--- src/rtl/div_seq_ctrl_pkg.sv ---
// Shared types for the iterative divider: op encoding, FSM states, decoder op mapping.
// Latency: n/a (types and pure functions only).
// Backpressure: n/a.
package div_seq_ctrl_pkg;

   localparam int DIV_XLEN = 32;

   // Operation carried into the divider; bit 1 set means unsigned.
   typedef enum logic [1:0] {
      DIV_S = 2'd0,
      MOD_S = 2'd1,
      DIV_U = 2'd2,
      MOD_U = 2'd3
   } div_op_e;

   typedef enum logic [1:0] {
      IDLE = 2'd0,
      CALC = 2'd1,
      DONE = 2'd2
   } div_state_e;

   // Decoder ALU op codes that steer work to the divider.
   localparam logic [4:0] ALU_DIV  = 5'h10;
   localparam logic [4:0] ALU_MOD  = 5'h11;
   localparam logic [4:0] ALU_DIVU = 5'h12;
   localparam logic [4:0] ALU_MODU = 5'h13;

   // Map a decoder ALU op onto the divider op; non-divide codes fall back to DIV_S
   // and are expected to be filtered by the decoder's valid qualifier.
   function automatic div_op_e alu_to_div_op(input logic [4:0] alu_op);
      div_op_e op;
      case (alu_op)
         ALU_DIV:  op = DIV_S;
         ALU_MOD:  op = MOD_S;
         ALU_DIVU: op = DIV_U;
         ALU_MODU: op = MOD_U;
         default:  op = DIV_S;
      endcase
      return op;
   endfunction

   function automatic logic is_signed_op(input div_op_e op);
      return (op == DIV_S) || (op == MOD_S);
   endfunction

   function automatic logic is_quot_op(input div_op_e op);
      return (op == DIV_S) || (op == DIV_U);
   endfunction

endpackage

--- src/rtl/div_seq_ctrl_if.sv ---
// Request/result bus between the issue stage, the divider and EX/MEM.
// Latency: n/a (wiring only).
// Backpressure: valid/ready on both the request and the result side.
interface div_seq_ctrl_if
   import div_seq_ctrl_pkg::*;
#(
   parameter int XLEN = DIV_XLEN
) ();

   logic            in_valid;
   logic            in_ready;
   div_op_e         in_op;
   logic [XLEN-1:0] in_src1;
   logic [XLEN-1:0] in_src2;
   logic            out_valid;
   logic            out_ready;
   logic [XLEN-1:0] out_result;

   modport master (
      output in_valid, in_op, in_src1, in_src2, out_ready,
      input  in_ready, out_valid, out_result
   );

   modport slave (
      input  in_valid, in_op, in_src1, in_src2, out_ready,
      output in_ready, out_valid, out_result
   );

endinterface

--- src/rtl/div_seq_ctrl_step.sv ---
// One radix-2 restoring division iteration on magnitudes, MSB of quo shifted into rem.
// Latency: combinational.
// Backpressure: none; the caller decides when to register the result.
module div_seq_ctrl_step #(
   parameter int XLEN = 32
) (
   input  logic [XLEN-1:0] rem_i,
   input  logic [XLEN-1:0] quo_i,
   input  logic [XLEN-1:0] dvs_i,
   output logic [XLEN-1:0] rem_o,
   output logic [XLEN-1:0] quo_o
);

   logic [XLEN:0] rem_sh;
   logic [XLEN:0] diff;
   logic          ge;
   // Only a zero divisor can leave a set top bit after the step; it is shifted
   // out on purpose so rem ends up holding the dividend.
   logic          unused_top;

   // Shift, trial-subtract at XLEN+1 bits, keep the difference when it fits.
   always_comb begin
      rem_sh = {rem_i, quo_i[XLEN-1]};
      diff   = rem_sh - {1'b0, dvs_i};
      ge     = (rem_sh >= {1'b0, dvs_i});
      rem_o  = ge ? diff[XLEN-1:0] : rem_sh[XLEN-1:0];
      quo_o  = {quo_i[XLEN-2:0], ge};
   end

   assign unused_top = diff[XLEN];

endmodule

--- src/rtl/div_seq_ctrl.sv ---
// DIV.W/MOD.W/DIV.WU/MOD.WU sequencer: restoring division, one quotient bit per cycle.
// Latency: accept -> out_valid XLEN+1 cycles (1 cycle for a zero divisor when DIV_ZERO_BYPASS_EN is defined).
// Backpressure: result held in DONE until out_ready; no new accept until the cycle after that handshake.
module div_seq_ctrl
   import div_seq_ctrl_pkg::*;
#(
   parameter int XLEN = DIV_XLEN
) (
   input  logic           clk,
   input  logic           resetn,
   input  logic           flush,
   output logic           busy,
   div_seq_ctrl_if.slave  bus
);

   localparam int CW = $clog2(XLEN) + 1;

   div_state_e      state_q, state_d;
   logic [CW-1:0]   cnt_q, cnt_d;
   logic [XLEN-1:0] rem_q, rem_d;
   logic [XLEN-1:0] quo_q, quo_d;
   logic [XLEN-1:0] dvs_q, dvs_d;
   logic            q_neg_q, q_neg_d;
   logic            r_neg_q, r_neg_d;
   div_op_e         op_q, op_d;

   logic            accept;
   logic            s1, s2;
   logic [XLEN-1:0] mag1, mag2;
   logic [XLEN-1:0] step_rem, step_quo;
   logic [XLEN-1:0] res_mag;
   logic            res_neg;

   // Operand signs only matter for signed ops; magnitudes feed the unsigned core.
   always_comb begin
      s1   = is_signed_op(bus.in_op) & bus.in_src1[XLEN-1];
      s2   = is_signed_op(bus.in_op) & bus.in_src2[XLEN-1];
      mag1 = s1 ? -bus.in_src1 : bus.in_src1;
      mag2 = s2 ? -bus.in_src2 : bus.in_src2;
   end

   assign bus.in_ready = (state_q == IDLE) & ~flush;
   assign accept       = bus.in_valid & bus.in_ready;

   div_seq_ctrl_step #(
      .XLEN (XLEN)
   ) u_step (
      .rem_i (rem_q),
      .quo_i (quo_q),
      .dvs_i (dvs_q),
      .rem_o (step_rem),
      .quo_o (step_quo)
   );

   // Next-state and datapath update; flush overrides everything back to IDLE.
   always_comb begin
      state_d = state_q;
      cnt_d   = cnt_q;
      rem_d   = rem_q;
      quo_d   = quo_q;
      dvs_d   = dvs_q;
      q_neg_d = q_neg_q;
      r_neg_d = r_neg_q;
      op_d    = op_q;
      case (state_q)
         IDLE: begin
            if (accept) begin
               op_d    = bus.in_op;
               q_neg_d = s1 ^ s2;
               r_neg_d = s1;
               dvs_d   = mag2;
               rem_d   = '0;
               quo_d   = mag1;
               cnt_d   = '0;
               state_d = CALC;
`ifdef DIV_ZERO_BYPASS_EN
               // Same end state the iterations reach with a zero divisor:
               // all quotient bits set and the dividend shifted into rem.
               if (bus.in_src2 == '0) begin
                  quo_d   = '1;
                  rem_d   = mag1;
                  state_d = DONE;
               end
`endif
            end
         end
         CALC: begin
            rem_d = step_rem;
            quo_d = step_quo;
            cnt_d = cnt_q + CW'(1);
            if (cnt_q == CW'(XLEN - 1)) begin
               state_d = DONE;
            end
         end
         DONE: begin
            if (bus.out_ready) begin
               state_d = IDLE;
            end
         end
         default: state_d = IDLE;
      endcase
      if (flush) begin
         state_d = IDLE;
         cnt_d   = '0;
      end
   end

   // State and datapath registers.
   always_ff @(posedge clk or negedge resetn) begin
      if (!resetn) begin
         state_q <= IDLE;
         cnt_q   <= '0;
         rem_q   <= '0;
         quo_q   <= '0;
         dvs_q   <= '0;
         q_neg_q <= 1'b0;
         r_neg_q <= 1'b0;
         op_q    <= DIV_S;
      end else begin
         state_q <= state_d;
         cnt_q   <= cnt_d;
         rem_q   <= rem_d;
         quo_q   <= quo_d;
         dvs_q   <= dvs_d;
         q_neg_q <= q_neg_d;
         r_neg_q <= r_neg_d;
         op_q    <= op_d;
      end
   end

   // Select quotient or remainder and restore the sign; forced to zero outside DONE.
   always_comb begin
      res_mag = is_quot_op(op_q) ? quo_q : rem_q;
      res_neg = is_quot_op(op_q) ? q_neg_q : r_neg_q;
   end

   assign bus.out_valid  = (state_q == DONE);
   assign bus.out_result = (state_q == DONE) ? (res_neg ? -res_mag : res_mag) : '0;
   assign busy           = (state_q != IDLE);

endmodule

--- src/flat_wrapper.sv ---
// flat-port wrapper written by rule: the top's interface ports become plain ports
module div_seq_ctrl_flat import div_seq_ctrl_pkg::*;
#(
   parameter int XLEN = DIV_XLEN
)
  (clk, resetn, flush, busy, bus_in_valid, bus_in_op, bus_in_src1, bus_in_src2, bus_out_ready, bus_in_ready, bus_out_valid, bus_out_result);
  div_seq_ctrl_if #(.XLEN(XLEN)) bus_i ();
  input  logic clk;
  input  logic resetn;
  input  logic flush;
  output logic busy;
  input wire logic [$bits(bus_i.in_valid)-1:0] bus_in_valid;
  input wire logic [$bits(bus_i.in_op)-1:0] bus_in_op;
  input wire logic [$bits(bus_i.in_src1)-1:0] bus_in_src1;
  input wire logic [$bits(bus_i.in_src2)-1:0] bus_in_src2;
  input wire logic [$bits(bus_i.out_ready)-1:0] bus_out_ready;
  output wire logic [$bits(bus_i.in_ready)-1:0] bus_in_ready;
  output wire logic [$bits(bus_i.out_valid)-1:0] bus_out_valid;
  output wire logic [$bits(bus_i.out_result)-1:0] bus_out_result;
  assign bus_i.in_valid = bus_in_valid;
  assign bus_i.in_op = bus_in_op;
  assign bus_i.in_src1 = bus_in_src1;
  assign bus_i.in_src2 = bus_in_src2;
  assign bus_i.out_ready = bus_out_ready;
  assign bus_in_ready = bus_i.in_ready;
  assign bus_out_valid = bus_i.out_valid;
  assign bus_out_result = bus_i.out_result;
  div_seq_ctrl #(.XLEN(XLEN)) u_core (.clk(clk), .resetn(resetn), .flush(flush), .busy(busy), .bus(bus_i));
endmodule
--- config.mk ---
export PLATFORM = sky130hd
export DESIGN_NAME = div_seq_ctrl_flat
export DESIGN_NICKNAME = d
export VERILOG_FILES = /design/src/rtl/div_seq_ctrl_pkg.sv /design/src/rtl/div_seq_ctrl_if.sv /design/src/rtl/div_seq_ctrl_step.sv /design/src/rtl/div_seq_ctrl.sv /design/src/flat_wrapper.sv
export SDC_FILE = /design/constraint.sdc
export NUM_CORES = 1
export LEC_CHECK = 0
export CORE_MARGIN = 5
export CORE_UTILIZATION = 62
export DETAILED_ROUTE_END_ITERATION = 12
export GPL_TIMING_DRIVEN = 1
export PLACE_DENSITY = 0.95
export REMOVE_ABC_BUFFERS = 1
export SLEW_MARGIN = 20
export SYNTH_ARGS = -nofsm -noshare
export SYNTH_HDL_FRONTEND = slang
export SYNTH_SLANG_ARGS = --single-unit
--- constraint.sdc ---
create_clock -name clk -period 6.1 [get_ports clk]
set_input_delay 1.525 -clock clk [delete_from_list [all_inputs] [get_ports clk]]
set_output_delay 1.525 -clock clk [all_outputs]
set_load 0.05 [all_outputs]
# Yosys cells after proc, flatten, opt, wreduce, memory -nomap -nowiden
# Cells that the tools add are included.
[totals]
out_inout_bits = 35
word_cells = 60
regBits = 108
[classes]
addsub = 5
n_bitwise = 6
reduce_logical = 12
eq_ne = 9
n_lt_le_gt_ge = 1
n_mux = 19
[ops]
columns = ["operator", "count"]
rows = [
  ["$mux W32", 8],
  ["$pmux W32 S2", 2],
  ["$neg A32 Y32", 3],
  ["$ge A33 B32 Y1", 1],
  ["$sub A32 B32 Y32", 1],
  ["$mux W6", 2],
  ["$pmux W6 S2", 1],
  ["$mux W2", 4],
  ["$add A6 B1 Y6 const B", 1],
  ["$eq A6 B5 Y1 const B", 1],
  ["$logic_not A2 Y1", 3],
  ["$ne A3 B2 Y1 const B", 2],
  ["$pmux W2 S3", 1],
  ["$reduce_and A2 Y1", 3],
  ["$and A1 B1 Y1", 4],
  ["$eq A2 B1 Y1 const B", 2],
  ["$eq A2 B2 Y1 const B", 2],
  ["$reduce_bool A2 Y1", 2],
  ["$ne A3 B3 Y1 const B", 1],
  ["$reduce_and A3 Y1", 1],
  ["$reduce_bool A3 Y1", 1],
  ["$logic_or A1 B1 Y1", 2],
  ["$ne A2 B1 Y1 const B", 1],
  ["$mux W1", 1],
  ["other kinds (2)", 2],
]

# Longest topological paths before layout
[depth]
ltp_word = 6
ltp_mapped = 15

# By module
# A second synthesis with hierarchy kept.
[hier_totals]
cells_unflattened = 1267
area_unflattened_um2 = 9816.9
[by_module_without_submodules]
columns = ["mod", "area_each_um2", "instances", "cells_each"]
rows = [
  ["div_seq_ctrl", 7245.7, 1, 912],
  ["div_seq_ctrl_step", 2571.2, 1, 355],
]

# Least setup slack after synthesis
# OpenSTA, ideal clock, no wires.
[synth_timing]
path_type = "reg-to-output"
start = "register u_core.op_q[0]"
end = "output bus_out_result[28]"
required_ps = 4575
n_path_buf = 5
arrival_time_ps = 3574
path_slack_ps = 1001
stages_incl_launch_ff = 16
cell_sequence = "dfrtp_1 > buf_6 > buf_6 > buf_2 > buf_2 > buf_2 > mux2i_1 > ha_1 > o21ai_1 > nor4_2 > and2_2 > nor3b_2 > nor3b_2 > a31oi_1 > xor2_1 > nor2_1"
[synth_between]
elab_chain_cells = 6
[synth_rtl]
columns = ["item", "line", "source"]
rows = [
  ["start: declaration", "div_seq_ctrl.sv:25", "div_op_e op_q, op_d;"],
  ["start signal: assignment", "div_seq_ctrl.sv:127", "op_q <= op_d;"],
  ["$eq A2 B2 Y1 / $logic_not A2 Y1 (equally long branches)", "div_seq_ctrl_pkg.sv:47", "return (op == DIV_S) || (op == DIV_U);"],
  ["$logic_or A1 B1 Y1 (*)", "div_seq_ctrl_pkg.sv:47", ""],
  ["$mux W32", "div_seq_ctrl.sv:133", "res_mag = is_quot_op(op_q) ? quo_q : rem_q;"],
  ["$neg A32 Y32", "div_seq_ctrl.sv:138", "assign bus.out_result = (state_q == DONE) ? (res_neg ? -res_mag : res_mag) : '0;"],
  ["$mux W32 (*) (2 in series)", "div_seq_ctrl.sv:138", ""],
  ["end: declaration", "flat_wrapper.sv:19", "output wire logic [$bits(bus_i.out_result)-1:0] bus_out_result;"],
]
# Mark *: on every way between the ends. The rest lies on a longest branch, timed or not.

# Final worst setup path
[layout_timing]
start = "register u_core.op_q[0]"
end = "output bus_out_result[31]"
# Same word-level chain as after synthesis.

==> impl_results.rst <==
.. list-table::
   :header-rows: 1

   * - Metric
     - Value
   * - Number of H-tree levels
     - 3
   * - Die width
     - roughly 130 microns
   * - Global-route wire length before repair
     - 40210 microns
   * - Xor and xnor fraction of the mapped netlist area
     - 0.1148
   * - Type of the setup path with the least slack
     - reg2out
   * - Final clock period utilization by the worst path
     - 0.9324
   * - Synth cell count leaders
     - nor2_1 (113), dfrtp_1 (107), nand2_1 (105), o21ai_0 (105), a21oi_1 (72)
   * - Top Ports
     - 106
   * - Cell with the most instances after synthesis
     - nor2_1
   * - Number of instances in the synthesized netlist
     - 1103
   * - Mux share of post-synthesis cell area
     - 0.05538
   * - Total placed cells including tap cells
     - around 1.3k
   * - Cell chain of the critical path
     - buf_4, buf_4, mux2i_1, nor2b_1, and4b_1, and3_1, a31oi_1, xor2_1, nor2_1, clkdlybuf4s50_1
   * - Number of flops mapped to enable cells by yosys
     - 0
   * - Number of antenna violations at the first check in global routing
     - 0
   * - Synthesized area per cell
     - 8.091 sq um
   * - Run status
     - finished, final reports clean
   * - Detail Route Antenna Nets
     - 0
   * - Final setup violation count
     - 0
   * - Area growth from synthesis to layout
     - 15.98%
   * - Internal power contribution
     - 2.315 mW
   * - Adder-cell share of the synthesized area
     - 0.05271
   * - Psw
     - 2.027 mW
   * - Peak Freq
     - 175.8 MHz
   * - Critical path endpoint category
     - output pin
   * - Number of cells on the critical path
     - 10
   * - Setup clock skew after layout
     - 0.01055 ns
   * - Crit-path leading delay family
     - buffers and inverters
   * - Post-synthesis cell type count
     - 73
   * - Pin count of the biggest net entering global routing
     - 72
   * - Worst-case reg-to-reg path depth
     - 10
   * - Number of gates given a new drive strength after cts
     - 0
   * - DP HPWL
     - between 15000 and 20000 microns
   * - Proportion of synthesized chip area in sequential cells
     - 0.3000
   * - Global route overflow
     - 0
   * - Clk_lat worst skew
     - 0.37 ns
   * - CTS Sinks
     - 107
   * - Area of the mapped netlist
     - 0.008925 sq mm
   * - Average via count per standard cell
     - 6.393
   * - Yosys synthesis warning count
     - 0
   * - Final worst path period need
     - 5.687 ns
   * - Power Dens Cells
     - 419.5 mW/mm^2
   * - Die Ht
     - 130.0 microns
   * - Wirelength, routed
     - between 20000 and 25000 microns
   * - Arrival time at the worst endpoint
     - about 4.2 ns
   * - Max Cap Viol
     - 0
   * - Leakage power total
     - 4.422 nW
   * - Setup Total Neg Slack
     - 0 ns
   * - Die Area
     - 0.01689 sq mm
   * - Final routed wire length divided by cell count
     - 18.20 microns
   * - Basic-gate share of the synthesized area counting and, or, nand and nor cells
     - 0.1855
   * - Core Region
     - 0.01399 sq mm
   * - Required time of the critical path
     - 4.58 ns
   * - RSZ-0062 raised after global routing
     - false
   * - Longest Clk Path Bufs
     - 2
   * - CTS tree
     - done
   * - Largest vdd supply drop
     - 0.0003292 V
   * - Share of the synthesized area in the top cell type
     - 0.3000
   * - Startpoint of the lowest-slack register-to-register path
     - u_core.rem_q[12]
   * - GRT Util Overall
     - 0.2937
   * - Flip-flop cell with the highest count after synthesis
     - dfrtp_1
   * - Asr flop ratio synth
     - 1.000
   * - Cell occurring most often along the worst timing path
     - buf_4
   * - Tightest hold margin
     - about 0.48 ns
   * - Measured slew at the worst slew-check pin
     - between 0.9 and 1 ns
   * - Post CTS Setup Buffer Count
     - 0
   * - Main combinational cell family by area after synthesis
     - compound AO/OA/AOI/OAI gates
   * - Share of cells above drive strength 1
     - 0.05952
   * - Clock buffers created by TritonCTS
     - 9
   * - Worst R2R End
     - u_core.rem_q[31]
   * - Hold-fix buffers, CTS
     - 0
   * - 1st-iter DRT viols
     - 1027
   * - Nets
     - around 1.3k
   * - Routability cong.
     - 0.9334
   * - Filler-free cell count of the finished design
     - ~1.4k
   * - Via count of the first global-routing pass
     - 8374
   * - I/O Buffers
     - 105
   * - Setup slack of the most critical reg-to-reg path
     - 2.77 ns
   * - Starting density of the core
     - 0.6380
   * - Detailed Routing Iterations Pass 1
     - 6
   * - Std-Cell Rows
     - 43
   * - Buffers and inverters on the worst path
     - 3
   * - Compound-gate portion of the synthesized area
     - 0.2385
   * - Final standard cell utilization of the core
     - 0.7400
   * - Cell with the biggest individual delay on the critical path
     - clkdlybuf4s50_1
   * - CP Max Fanout
     - 34
   * - Final Hold Vio Count
     - 0
   * - Launching element type of the critical path
     - flip-flop
   * - Net Sw Frac
     - 0.4667
   * - Antenna diode count
     - 0
   * - Reg power frac
     - 0.282
   * - Cell type with the highest aggregate area in the netlist
     - dfrtp_1
   * - Reg clk slew, reported paths
     - 0.08 ns
   * - Area contributors post-synth
     - dfrtp_1 (30%), xor2_1 (6.0%), o21ai_0 (5.9%)
   * - Worst hold-check path type
     - reg2reg
   * - Vias after detailed routing
     - 8669
   * - Post-detailed-route DRC marker count
     - 0
   * - Max stage delay on crit path
     - between 0.8 and 0.9 ns
   * - Final Slew Violations
     - 0
   * - Worst Setup SP
     - u_core.op_q[0]
   * - Relative slew margins
     - 0.3867
   * - Worst setup path endpoint
     - bus_out_result[31]
   * - Root buffer cell
     - clkbuf_16
   * - Count of state elements after synthesis
     - approximately 110
   * - Clock power share
     - 0.139
   * - Combinational power share
     - 0.579
cell families (layout without fill, tap and decap cells):
kind of cell | after synthesis | count (layout)
simple gates | 346 | 346
xor+xnor | 117 | 117
flops | 107 | 107
compound gates | 339 | 339
fa+ha+maj | 37 | 37
buf+inv | 109 | 182
mux | 48 | 48
worst reg2reg max path: cells and delay by family (launching register included):
family | cells | cell delay (ns)
and+or+nand+nor | 4 | 1.14
AOI/OAI and AO/OA | 3 | 0.49
buffers and inverters | 2 | 0.66
DFF | 1 | 0.44
adders and majority gates | 1 | 0.49
state kept, by name, indices dropped and copies added, names as in the netlist:
register and count:
u_core.quo_q 32, u_core.q_neg_q 1, u_core.state_q 2, u_core.op_q 1
u_core.cnt_q 6, u_core.dvs_q 32, u_core.rem_q 32, u_core.r_neg_q 1
how the worst min path moves through the flow:
| stage | slack [ns] | start | end | depth (start not counted) |
|---|---|---|---|---|
| final | 0.48 | u_core.dvs_q[28] | u_core.dvs_q[28] | 2 |
| after global routing | 0.50 | u_core.dvs_q[26] | u_core.dvs_q[26] | 2 |
| after CTS | 0.49 | u_core.dvs_q[26] | u_core.dvs_q[26] | 2 |
| after detailed placement | 0.47 | u_core.dvs_q[10] | u_core.dvs_q[10] | 2 |
| after global placement | 0.46 | u_core.dvs_q[25] | u_core.dvs_q[25] | 2 |
| after floorplan | 0.45 | u_core.dvs_q[10] | u_core.dvs_q[10] | 2 |
cells in the final DEF, fill, tap and decap left out, types with 4 or more instances in the layout:
cell	n
nand4_1	7
ha_1	36
xor2_1	61
a22o_1	6
a21oi_1	72
nor3_1	24
buf_4	11
nor2b_1	5
a211o_1	4
nand3_1	18
mux2i_1	45
nand2b_1	13
a21o_1	19
clkbuf_16	9
nor4_1	9
nor2_1	112
a31oi_1	22
o21ai_1	25
inv_1	49
nand2_1	104
nor3b_1	10
a21oi_2	5
clkdlybuf4s50_1	104
o21ai_0	105
o31ai_1	12
dfrtp_1	106
and3_1	6
a22oi_1	33
xnor2_1	56
and2_1	6
power groups by stage:
stage | Clock, mW | Sequential (mW) | Combinational, mW
3_3_place_gp | 0 | 1.21 | 2.38
5_1_grt | 0.635 | 1.24 | 2.78
4_1_cts | 0.606 | 1.21 | 2.48
3_5_place_dp | 0 | 1.22 | 2.45
2_1_floorplan | 0 | 1.13 | 1.92
6_report | 0.605 | 1.22 | 2.51
area by class of cell:
class / instances / area [sq um]
multi-input combinational: 887 / 5792
fill: 1026 / 3637
sequential: 107 / 2679
timing repair buffer: 117 / 1179
clock buffer: 10 / 229.0
tap: 180 / 225.2
inverter: 49 / 183.9
clock inverter: 6 / 63.81
per-layer routing:
metal | vias up | share of wire | GRT usage | wire, microns
met5 | - | 0 | 0 | 0
met4 | 0 | 0.033 | 0.1137 | 806
met3 | 70 | 0.073 | 0.05444 | 1811
met2 | 406 | 0.48 | 0.4923 | 11940
met1 | 4131 | 0.41 | 0.3786 | 10110
li1 | 4062 | - | - | -
stage by stage:
stage / worst slack [ns] / power [mW] / instance area, sq um
after floorplan: 0.1263 / 3.048 / 8635
after detailed placement: 0.9015 / 3.670 / 10060
after CTS: 0.4831 / 4.292 / 10350
after global routing: 0.2548 / 4.659 / 10350
after global placement: 0.9970 / 3.588 / 10000
final: 0.4126 / 4.342 / 10350
No activity file was read; power rests on OpenSTA's default activity.
